$ cat config.mk
export PLATFORM = sky130hd
export DESIGN_NAME = uart_rx_deserializer
export DESIGN_NICKNAME = d
export VERILOG_FILES = /design/src/rtl/uart_rx_deserializer.sv
export SDC_FILE = /design/constraint.sdc
export NUM_CORES = 1
export LEC_CHECK = 0
export CAP_MARGIN = 40
export CORE_UTILIZATION = 48
export CTS_CLUSTER_DIAMETER = 60
export CTS_CLUSTER_SIZE = 8
export DETAILED_ROUTE_END_ITERATION = 6
export PLACE_DENSITY = 0.8
export SETUP_SLACK_MARGIN = 0.02
export SLEW_MARGIN = 20
export SYNTH_ARGS = -nofsm -noshare
export SYNTH_HDL_FRONTEND = slang
export SYNTH_SLANG_ARGS = --single-unit
$ cat constraint.sdc
create_clock -name clk -period 1.6 [get_ports clk]
set_input_delay 0.24 -clock clk [delete_from_list [all_inputs] [get_ports clk]]
set_output_delay 0.24 -clock clk [all_outputs]
set_load 0.05 [all_outputs]
$ cat src/rtl/uart_rx_deserializer.sv
// UART receiver: rxd synchroniser, 16x-oversampled start/data/parity/stop capture, valid/ready output.
// Parity checking is compiled in only when UART_RX_PARITY_EN is defined.
module uart_rx_deserializer #(
  parameter int DATA_BITS   = 8,
  parameter int SYNC_STAGES = 2
) (
  input  logic                 clk,
  input  logic                 resetn,
  input  logic                 rx_tick,
  input  logic                 rxd,
  input  logic                 parity_en,
  input  logic                 parity_odd,
  input  logic                 rx_ready,
  output logic [DATA_BITS-1:0] rx_data,
  output logic                 rx_valid,
  output logic                 frame_err,
  output logic                 parity_err,
  output logic                 overrun_err,
  output logic                 rx_busy
);

  typedef enum logic [2:0] {
    ST_IDLE   = 3'd0,
    ST_START  = 3'd1,
    ST_DATA   = 3'd2,
`ifdef UART_RX_PARITY_EN
    ST_PARITY = 3'd3,
`endif
    ST_STOP   = 3'd4,
    ST_BRK    = 3'd5
  } state_e;

  localparam logic [2:0] LAST_BIT = 3'(DATA_BITS - 1);

  logic [SYNC_STAGES-1:0] sync_q;
  logic                   rxd_s;
  state_e                 state_q;
  logic [3:0]             tick_cnt_q;
  logic [2:0]             bit_cnt_q;
  logic [DATA_BITS-1:0]   shift_q;
  logic [DATA_BITS-1:0]   rx_data_q;
  logic                   rx_valid_q;
  logic                   frame_err_q;
  logic                   overrun_q;
  logic                   mid_tick_s;
  logic                   frame_done_s;

`ifdef UART_RX_PARITY_EN
  logic par_en_q;
  logic par_odd_q;
  logic perr_q;
  logic parity_err_q;

  function automatic logic parity_mismatch(input logic [DATA_BITS-1:0] data,
                                           input logic pbit, input logic odd);
    return ^{data, pbit, odd};
  endfunction
`else
  logic unused_parity_s;
  assign unused_parity_s = parity_en ^ parity_odd;
`endif

  assign rxd_s        = sync_q[SYNC_STAGES-1];
  assign mid_tick_s   = rx_tick && (tick_cnt_q == 4'd15);
  assign frame_done_s = mid_tick_s && (state_q == ST_STOP);

  // rxd synchroniser; idles high so reset does not look like a start bit
  always_ff @(posedge clk or negedge resetn) begin
    if (!resetn) begin
      sync_q <= '1;
    end else begin
      sync_q <= {sync_q[SYNC_STAGES-2:0], rxd};
    end
  end

  // Frame FSM; only moves on rx_tick cycles
  always_ff @(posedge clk or negedge resetn) begin
    if (!resetn) begin
      state_q    <= ST_IDLE;
      tick_cnt_q <= 4'd0;
      bit_cnt_q  <= 3'd0;
      shift_q    <= '0;
`ifdef UART_RX_PARITY_EN
      par_en_q   <= 1'b0;
      par_odd_q  <= 1'b0;
      perr_q     <= 1'b0;
`endif
    end else begin
      case (state_q)
        ST_IDLE: begin
          if (rx_tick && !rxd_s) begin
            state_q    <= ST_START;
            tick_cnt_q <= 4'd0;
          end
        end
        ST_START: begin
          if (rx_tick) begin
            if (tick_cnt_q == 4'd7) begin
              tick_cnt_q <= 4'd0;
              bit_cnt_q  <= 3'd0;
              if (rxd_s) begin
                state_q <= ST_IDLE;
              end else begin
                state_q <= ST_DATA;
                shift_q <= '0;
`ifdef UART_RX_PARITY_EN
                par_en_q  <= parity_en;
                par_odd_q <= parity_odd;
                perr_q    <= 1'b0;
`endif
              end
            end else begin
              tick_cnt_q <= tick_cnt_q + 4'd1;
            end
          end
        end
        ST_DATA: begin
          if (rx_tick) begin
            tick_cnt_q <= tick_cnt_q + 4'd1;
          end
          if (mid_tick_s) begin
            shift_q[bit_cnt_q] <= rxd_s;
            if (bit_cnt_q == LAST_BIT) begin
              bit_cnt_q <= 3'd0;
`ifdef UART_RX_PARITY_EN
              state_q <= par_en_q ? ST_PARITY : ST_STOP;
`else
              state_q <= ST_STOP;
`endif
            end else begin
              bit_cnt_q <= bit_cnt_q + 3'd1;
            end
          end
        end
`ifdef UART_RX_PARITY_EN
        ST_PARITY: begin
          if (rx_tick) begin
            tick_cnt_q <= tick_cnt_q + 4'd1;
          end
          if (mid_tick_s) begin
            perr_q  <= parity_mismatch(shift_q, rxd_s, par_odd_q);
            state_q <= ST_STOP;
          end
        end
`endif
        ST_STOP: begin
          if (rx_tick) begin
            tick_cnt_q <= tick_cnt_q + 4'd1;
          end
          if (mid_tick_s) begin
            state_q <= rxd_s ? ST_IDLE : ST_BRK;
          end
        end
        ST_BRK: begin
          // Hold off until the line returns high so a break is not seen as a new start
          if (rx_tick && rxd_s) begin
            state_q    <= ST_IDLE;
            tick_cnt_q <= 4'd0;
          end
        end
        default: begin
          state_q    <= ST_IDLE;
          tick_cnt_q <= 4'd0;
          bit_cnt_q  <= 3'd0;
        end
      endcase
    end
  end

  // Output holding register and valid/ready handshake; completion beats acceptance
  always_ff @(posedge clk or negedge resetn) begin
    if (!resetn) begin
      rx_data_q    <= '0;
      rx_valid_q   <= 1'b0;
      frame_err_q  <= 1'b0;
      overrun_q    <= 1'b0;
`ifdef UART_RX_PARITY_EN
      parity_err_q <= 1'b0;
`endif
    end else begin
      overrun_q <= 1'b0;
      if (rx_valid_q && rx_ready) begin
        rx_valid_q <= 1'b0;
      end
      if (frame_done_s) begin
        if (!rx_valid_q || rx_ready) begin
          rx_data_q    <= shift_q;
          frame_err_q  <= !rxd_s;
`ifdef UART_RX_PARITY_EN
          parity_err_q <= perr_q;
`endif
          rx_valid_q   <= 1'b1;
        end else begin
          overrun_q <= 1'b1;
        end
      end
    end
  end

  assign rx_data     = rx_data_q;
  assign rx_valid    = rx_valid_q;
  assign frame_err   = frame_err_q;
  assign overrun_err = overrun_q;
  assign rx_busy     = (state_q != ST_IDLE);
`ifdef UART_RX_PARITY_EN
  assign parity_err  = parity_err_q;
`else
  assign parity_err  = 1'b0;
`endif

endmodule

==> results of run 1 <==
## worst register-to-register path, delay by kind of cell (launching register included)
| family | cells | cell delay (ns) |
|---|---|---|
| AO/OA/AOI/OAI | 3 | 0.63 |
| flip-flops | 1 | 0.42 |
| AND/OR/NAND/NOR | 1 | 0.45 |
| buffers and inverters | 1 | 0.11 |
## timing repair
item	in CTS	in global routing
buffers inserted	1	5
setup endpoints to repair	9	25
pin swaps	4	3
gates resized for setup	5	16
## where the power goes
group | internal (mW) | switching [mW] | leakage (nW)
registers | 0.846 | 0.0739 | 0.411
clock network | 0.329 | 0.287 | 0.0452
logic | 0.371 | 0.283 | 0.492
total | 1.55 | 0.644 | 0.948
## metrics by stage
step	utilization, %	cells	area [sq um]	worst slack [ns]	power [mW]
2_1_floorplan	-	145	1560	-0.0212	1.21
3_3_place_gp	62.2	218	1880	-0.142	1.41
3_5_place_dp	62.2	218	1880	-0.184	1.43
4_1_cts	65.9	227	1990	-0.102	2.08
5_1_grt	69.2	232	2090	-0.141	2.31
6_report	69.2	232	2090	-0.114	2.19
## registers in the layout, indices dropped and copies added, names as in the netlist
signal	count
frame_err	1
tick_cnt_q	4
rx_valid	1
overrun_err	1
shift_q	8
rx_data	8
state_q	3
bit_cnt_q	3
sync_q	2
## kinds of logic (layout without fill, tap and decap cells)
kind of cell | count (synthesis) | after routing | synth area share [%]
AO/OA/AOI/OAI | 47 | 47 | 20.4
XOR/XNOR | 1 | 1 | 0.572
adder cells (fa/ha/maj) | 3 | 3 | 2.45
buffers and inverters | 15 | 58 | 4.66
flip-flops | 31 | 31 | 50.8
multiplexers | 9 | 9 | 6.62
other | 1 | 1 | 0.245
AND/OR/NAND/NOR | 38 | 38 | 14.2
## placed cells by master, fill, tap and decap left out, types with 5 or more instances in the layout
master,Yosys,layout
a31oi_1,6,6
buf_4,1,35
buf_6,1,5
clkbuf_4,0,5
dfrtp_1,29,27
mux2_2,9,8
nand2_1,7,6
nand2b_1,5,5
nor2_1,6,5
o21ai_1,14,13
## how the worst max path moves through the flow
| stage | depth (start not counted) | slack (ns) | endpoint |
|---|---|---|---|
| after detailed placement | 5 | -0.18 | rx_data[0]$_DFFE_PN0P_ |
| after CTS | 5 | -0.10 | shift_q[0]$_DFFE_PN0P_ |
| after floorplan | 5 | -0.02 | shift_q[0]$_DFFE_PN0P_ |
| final | 5 | -0.11 | shift_q[4]$_DFFE_PN0P_ |
| after global placement | 5 | -0.14 | rx_data[0]$_DFFE_PN0P_ |
| after global routing | 5 | -0.14 | shift_q[1]$_DFFE_PN0P_ |
## cell type report
| class | count | area share, % |
|---|---|---|
| well taps | 44 | 2.63 |
| multi-input cells | 99 | 36.4 |
| clock buffers | 5 | 1.79 |
| flip-flops and latches | 31 | 37.3 |
| clock inverters | 3 | 2.09 |
| inverters | 4 | 0.717 |
| repair buffers | 46 | 19.1 |
## layer usage
metal	GRT usage [%]	routed length (um)
met2	36.3	1770
met1	24.7	1460
met5	0	0
met3	6.59	97
met4	5.44	29
==> impl_metrics.yaml, run 1 <==
run_status:
  status: "finished, violations left"
  violations: "negative setup slack"
global_routing:
  grt_antenna_before_repair: 0
  grtUsageTotal_pct: 20.7
  grt_max_degree: 32
  grt-ovfl-total: 0
  grt_first_pass_wirelength_mm: 5.35
  grt_pass1_vias: 1238
cts:
  cts.sinks: 31
  cts_buffer_depth: 2
  h-tree-depth: 2
  clk_pin_slew_ns: 0.11
  cts-root-buf: "clkbuf_4"
  numCtsBuffers: 5
  clk_latency_ns: 0.34
  tritoncts: "built"
  cts_hold_buf: 0
layout:
  register_area_sq_um: 781
  multi_input_area_sq_um: 763
  fillCellCount: 225
  nNetsFinal: 197
  syn_to_final_growth_pct: 36.8
  drive_above_1_share_pct: 41.5
  diodes: 0
hold_path:
  min_path_type: "input pin to asynchronous set/reset pin"
setup_path:
  timing.rr.start: "state_q[0]$_DFFE_PN0P_"
  worst_ep_required_time_ns: 1.83
  setup.worst_path.class: "register to register"
  crit_chain: "buf_6 > or4b_4 > a211o_4 > o21ai_1 > o31ai_1"
  path_buf_inv: 1
  r2r_slack_ns: -0.11
  cp-startpoint: "state_q[0]$_DFFE_PN0P_"
  crit_fanout: 8
  cp_top_family: "compound AO/OA/AOI/OAI gates"
  r2r-end: "shift_q[4]$_DFFE_PN0P_"
  critPathMaxStageDelay_ns: 0.45
  end_kind: "register"
  critPathLaunchType: "register"
  worstPathArrival_ns: 1.95
  r2r_cells: 5
  crit_path_top_delay_cell: "or4b_4"
run:
  drv_cap: 0
synthesis:
  avgSynthCellArea_sq_um: 10.6
  ys_types: 40
  synth_nets: 155
  post-synth-top-count-cell: "dfrtp_1"
  synth_flop_cell: "dfrtp_1"
  syn_area_sq_mm: 0.00153
  yosysSeqAreaShare_pct: 50.8
  synth_common_cells: "29 x dfrtp_1, 14 x o21ai_1, 9 x mux2_2, 7 x nand2_1"
  synth-edff-count: 0
  async_flop_share_pct: 100
  synth-seq-cells: 31
  yosysWarnings: 0
  synth_top_area_share_pct: 47.4
  synthTopCellsByArea: "dfrtp_1 47%, mux2_2 6.6%, o21ai_1 4.6%"
  synth_cells: 145
  synth_top_area_cell: "dfrtp_1"
die:
  start_util_pct: 50.6
  core_area_sq_mm: 0.00303
  die_x_um: 58.5
  dieArea_sq_mm: 0.00342
  rows: 20
  io-pin-count: 20
  fp.dieH_um: 58.5
pwr:
  ir_worst_vdd_mv: 0.782
  p_per_area_mw_per_mm2: 1050
  p_leak_nw: 0.948
sta:
  skew_ns: 0.0132
  timing_hold_violations_final: 0
  drv_slew: 0
  rsz0062_at_grt: "yes"
  setup_viol: 9
  setup_tns_ns: -0.780
  period_needed_ns: 1.71
  setup_slack_ns: -0.114
  fmax_ghz: 0.584
  timing.final.crit_share_pct: 107
  fin_hold_ws_ns: 0.285
place:
  port_buffers: 16
  hpwl_mm: 2.23
  gp_congestion: 0.859
drt:
  drtIter0Drc: 53
  drc_errors: 0
  postRouteAntennaNets: 0
  finalWirelength_mm: 3.35
  firstDrtPassIters: 4
  vias: 1298
  wl_per_cell_um: 14.4
  vias_per_cell: 5.59
(Power assumes the default switching activity.)
==> inputs of run 2 (changes only) <==
Settings changed: CORE_ASPECT_RATIO set to 0.9.
==> run 2 against run 1 <==
Effect of this change: the flow still finishes with violations (negative setup slack); cell area shrank 2.2%; wire length grew 4.4%; clock power shrank 25%; count of clock-buffer cells in the layout grew 1; die area is essentially flat; maximum frequency grew 3.0%; sequential power is essentially flat; critical path type unchanged.
==> impl_metrics.yaml, run 2 (synthesized netlist as in run 1, its figures left out) <==
run_status:
  violations: "negative setup slack"
  status: "finished, violations left"
die:
  rows: 19
  fp.dieH_um: 55.6
  dieArea_sq_mm: 0.00342
  start_util_pct: 50.3
  core_area_sq_mm: 0.00304
  die_x_um: 61.5
  io-pin-count: 20
sta:
  timing.final.crit_share_pct: 104
  rsz0062_at_grt: "yes"
  timing_hold_violations_final: 0
  setup_viol: 9
  setup_slack_ns: -0.0642
  drv_slew: 0
  skew_ns: 0.00265
  period_needed_ns: 1.66
  fmax_ghz: 0.601
cts:
  tritoncts: "built"
  clk_pin_slew_ns: 0.09
  cts-root-buf: "clkbuf_4"
  clk_latency_ns: 0.33
  cts_buffer_depth: 2
  h-tree-depth: 2
  cts.sinks: 31
  numCtsBuffers: 5
drt:
  drtIter0Drc: 40
  firstDrtPassIters: 4
  finalWirelength_mm: 3.50
  vias: 1327
  drc_errors: 0
  vias_per_cell: 5.79
  wl_per_cell_um: 15.3
  postRouteAntennaNets: 0
global_routing:
  busiest_layer: "met2"
  grtUsageTotal_pct: 22.9
  grt_antenna_before_repair: 0
  grt_use_met1_pct: 26.3
  grt_use_met3_pct: 9.30
  grt_first_pass_wirelength_mm: 5.60
  grt_pass1_vias: 1280
  grt-ovfl-total: 0
  grt_util_met2_pct: 37.2
  grt_max_degree: 32
pwr:
  ir_worst_vdd_mv: 0.701
  comb_power_share_pct: 30.4
  power.internal_mw: 1.37
  switching_power_uw: 614
  switching_share_pct: 31.0
  p_leak_nw: 0.929
  p_seq_share_pct: 46.4
  clkPwrFrac_pct: 23.3
  p_per_area_mw_per_mm2: 967
setup_path:
  crit_path_top_delay_cell: "or4b_4"
  timing.rr.start: "state_q[1]$_DFFE_PN0P_"
  cp_top_family: "compound AO/OA/AOI/OAI gates"
  r2r_cells: 4
  cp-startpoint: "state_q[1]$_DFFE_PN0P_"
  setup.worst_path.class: "register to register"
  r2r_slack_ns: -0.06
  critPathLaunchType: "register"
  crit_fanout: 8
  crit_top_cell: "o21ai_1"
  worst_ep_required_time_ns: 1.82
  worstPathArrival_ns: 1.88
  end_kind: "register"
  cp.depth: 4
  path_buf_inv: 0
  r2r-end: "shift_q[6]$_DFFE_PN0P_"
  cp-endpoint: "shift_q[6]$_DFFE_PN0P_"
  crit_chain: "or4b_4 > a211o_4 > o21ai_1 > o21ai_1"
  critPathMaxStageDelay_ns: 0.49
run:
  drv_cap: 0
layout:
  layout_commonest_cell: "buf_4"
  diodes: 0
  final_cell_mix: "41 x buf_4, 26 x dfrtp_1, 12 x o21ai_1"
  nNetsFinal: 197
  instances_no_fill: 229
  syn_to_final_growth_pct: 33.8
  drive_above_1_share_pct: 43.3
place:
  dp.cells: 217
  hpwl_mm: 2.50
  port_buffers: 16
  place_ws_ns: -0.154
  gp_congestion: 0.918
hold_path:
  min_path_type: "input pin to asynchronous set/reset pin"
[run 2: cell count changes in the layout (fill, tap and decap cells not counted), sizes merged]
cell and delta:
bufinv -1, clkbuf +1, clkinv -1
[run 2: repair_timing]
item | 4_1_cts | 5_1_grt
setup endpoints to repair | 11 | 18
pin swaps | 6 | 6
cloned | 0 | 0
setup buffers | 2 | 3
hold buffers | 0 | 0
resized for setup | 9 | 10
[run 2: worst min-delay path by stage]
stage	from	to	slack, ns	cells past startpoint
5_1_grt	rxd	sync_q[0]$_DFF_PN1_	0.30	1
6_report	resetn	rx_valid$_DFF_PN0_	0.29	2
3_3_place_gp	sync_q[0]$_DFF_PN1_	sync_q[1]$_DFF_PN1_	0.35	0
4_1_cts	rxd	sync_q[0]$_DFF_PN1_	0.29	1
2_1_floorplan	resetn	bit_cnt_q[0]$_DFFE_PN0P_	-0.06	0
3_5_place_dp	sync_q[0]$_DFF_PN1_	sync_q[1]$_DFF_PN1_	0.35	0
[run 2: power by group through the flow]
| stage | combinational [mW] | clock (mW) | sequential (mW) |
|---|---|---|---|
| 2_1_floorplan | 0.302 | 0 | 0.908 |
| 3_3_place_gp | 0.469 | 0 | 0.929 |
| 3_5_place_dp | 0.495 | 0 | 0.934 |
| 4_1_cts | 0.536 | 0.471 | 0.922 |
| 5_1_grt | 0.645 | 0.507 | 0.926 |
| 6_report | 0.602 | 0.461 | 0.920 |
[run 2: area by class of cell]
cell class	count	area (sq um)
fill	233	993
sequential	31	782
multi-input combinational	99	776
timing repair buffer	46	368
tap	42	52.6
clock buffer	6	51.3
inverter	4	15.0
clock inverter	1	5.00
[run 2: stage by stage]
stage                     hold WS, ns  setup TNS (ns)  cell area (sq um)  util, %  power (mW)
after floorplan               -0.0556          -0.120               1560        -        1.21
final                           0.289          -0.405               2050     67.4        1.98
after detailed placement        0.352           -2.33               1880     61.7        1.43
after global routing            0.303          -0.867               2050     67.4        2.08
after global placement          0.346           -1.60               1880     61.7        1.40
after CTS                       0.292          -0.420               1980     65.2        1.93
[run 2: layer usage]
metal / vias up / routed length [um] / share of wire, %
met4: 0 / 86 / 2.5
li1: 624 / - / -
met2: 36 / 1790 / 51
met5: - / 0 / 0
met3: 10 / 161 / 4.6
met1: 657 / 1460 / 42
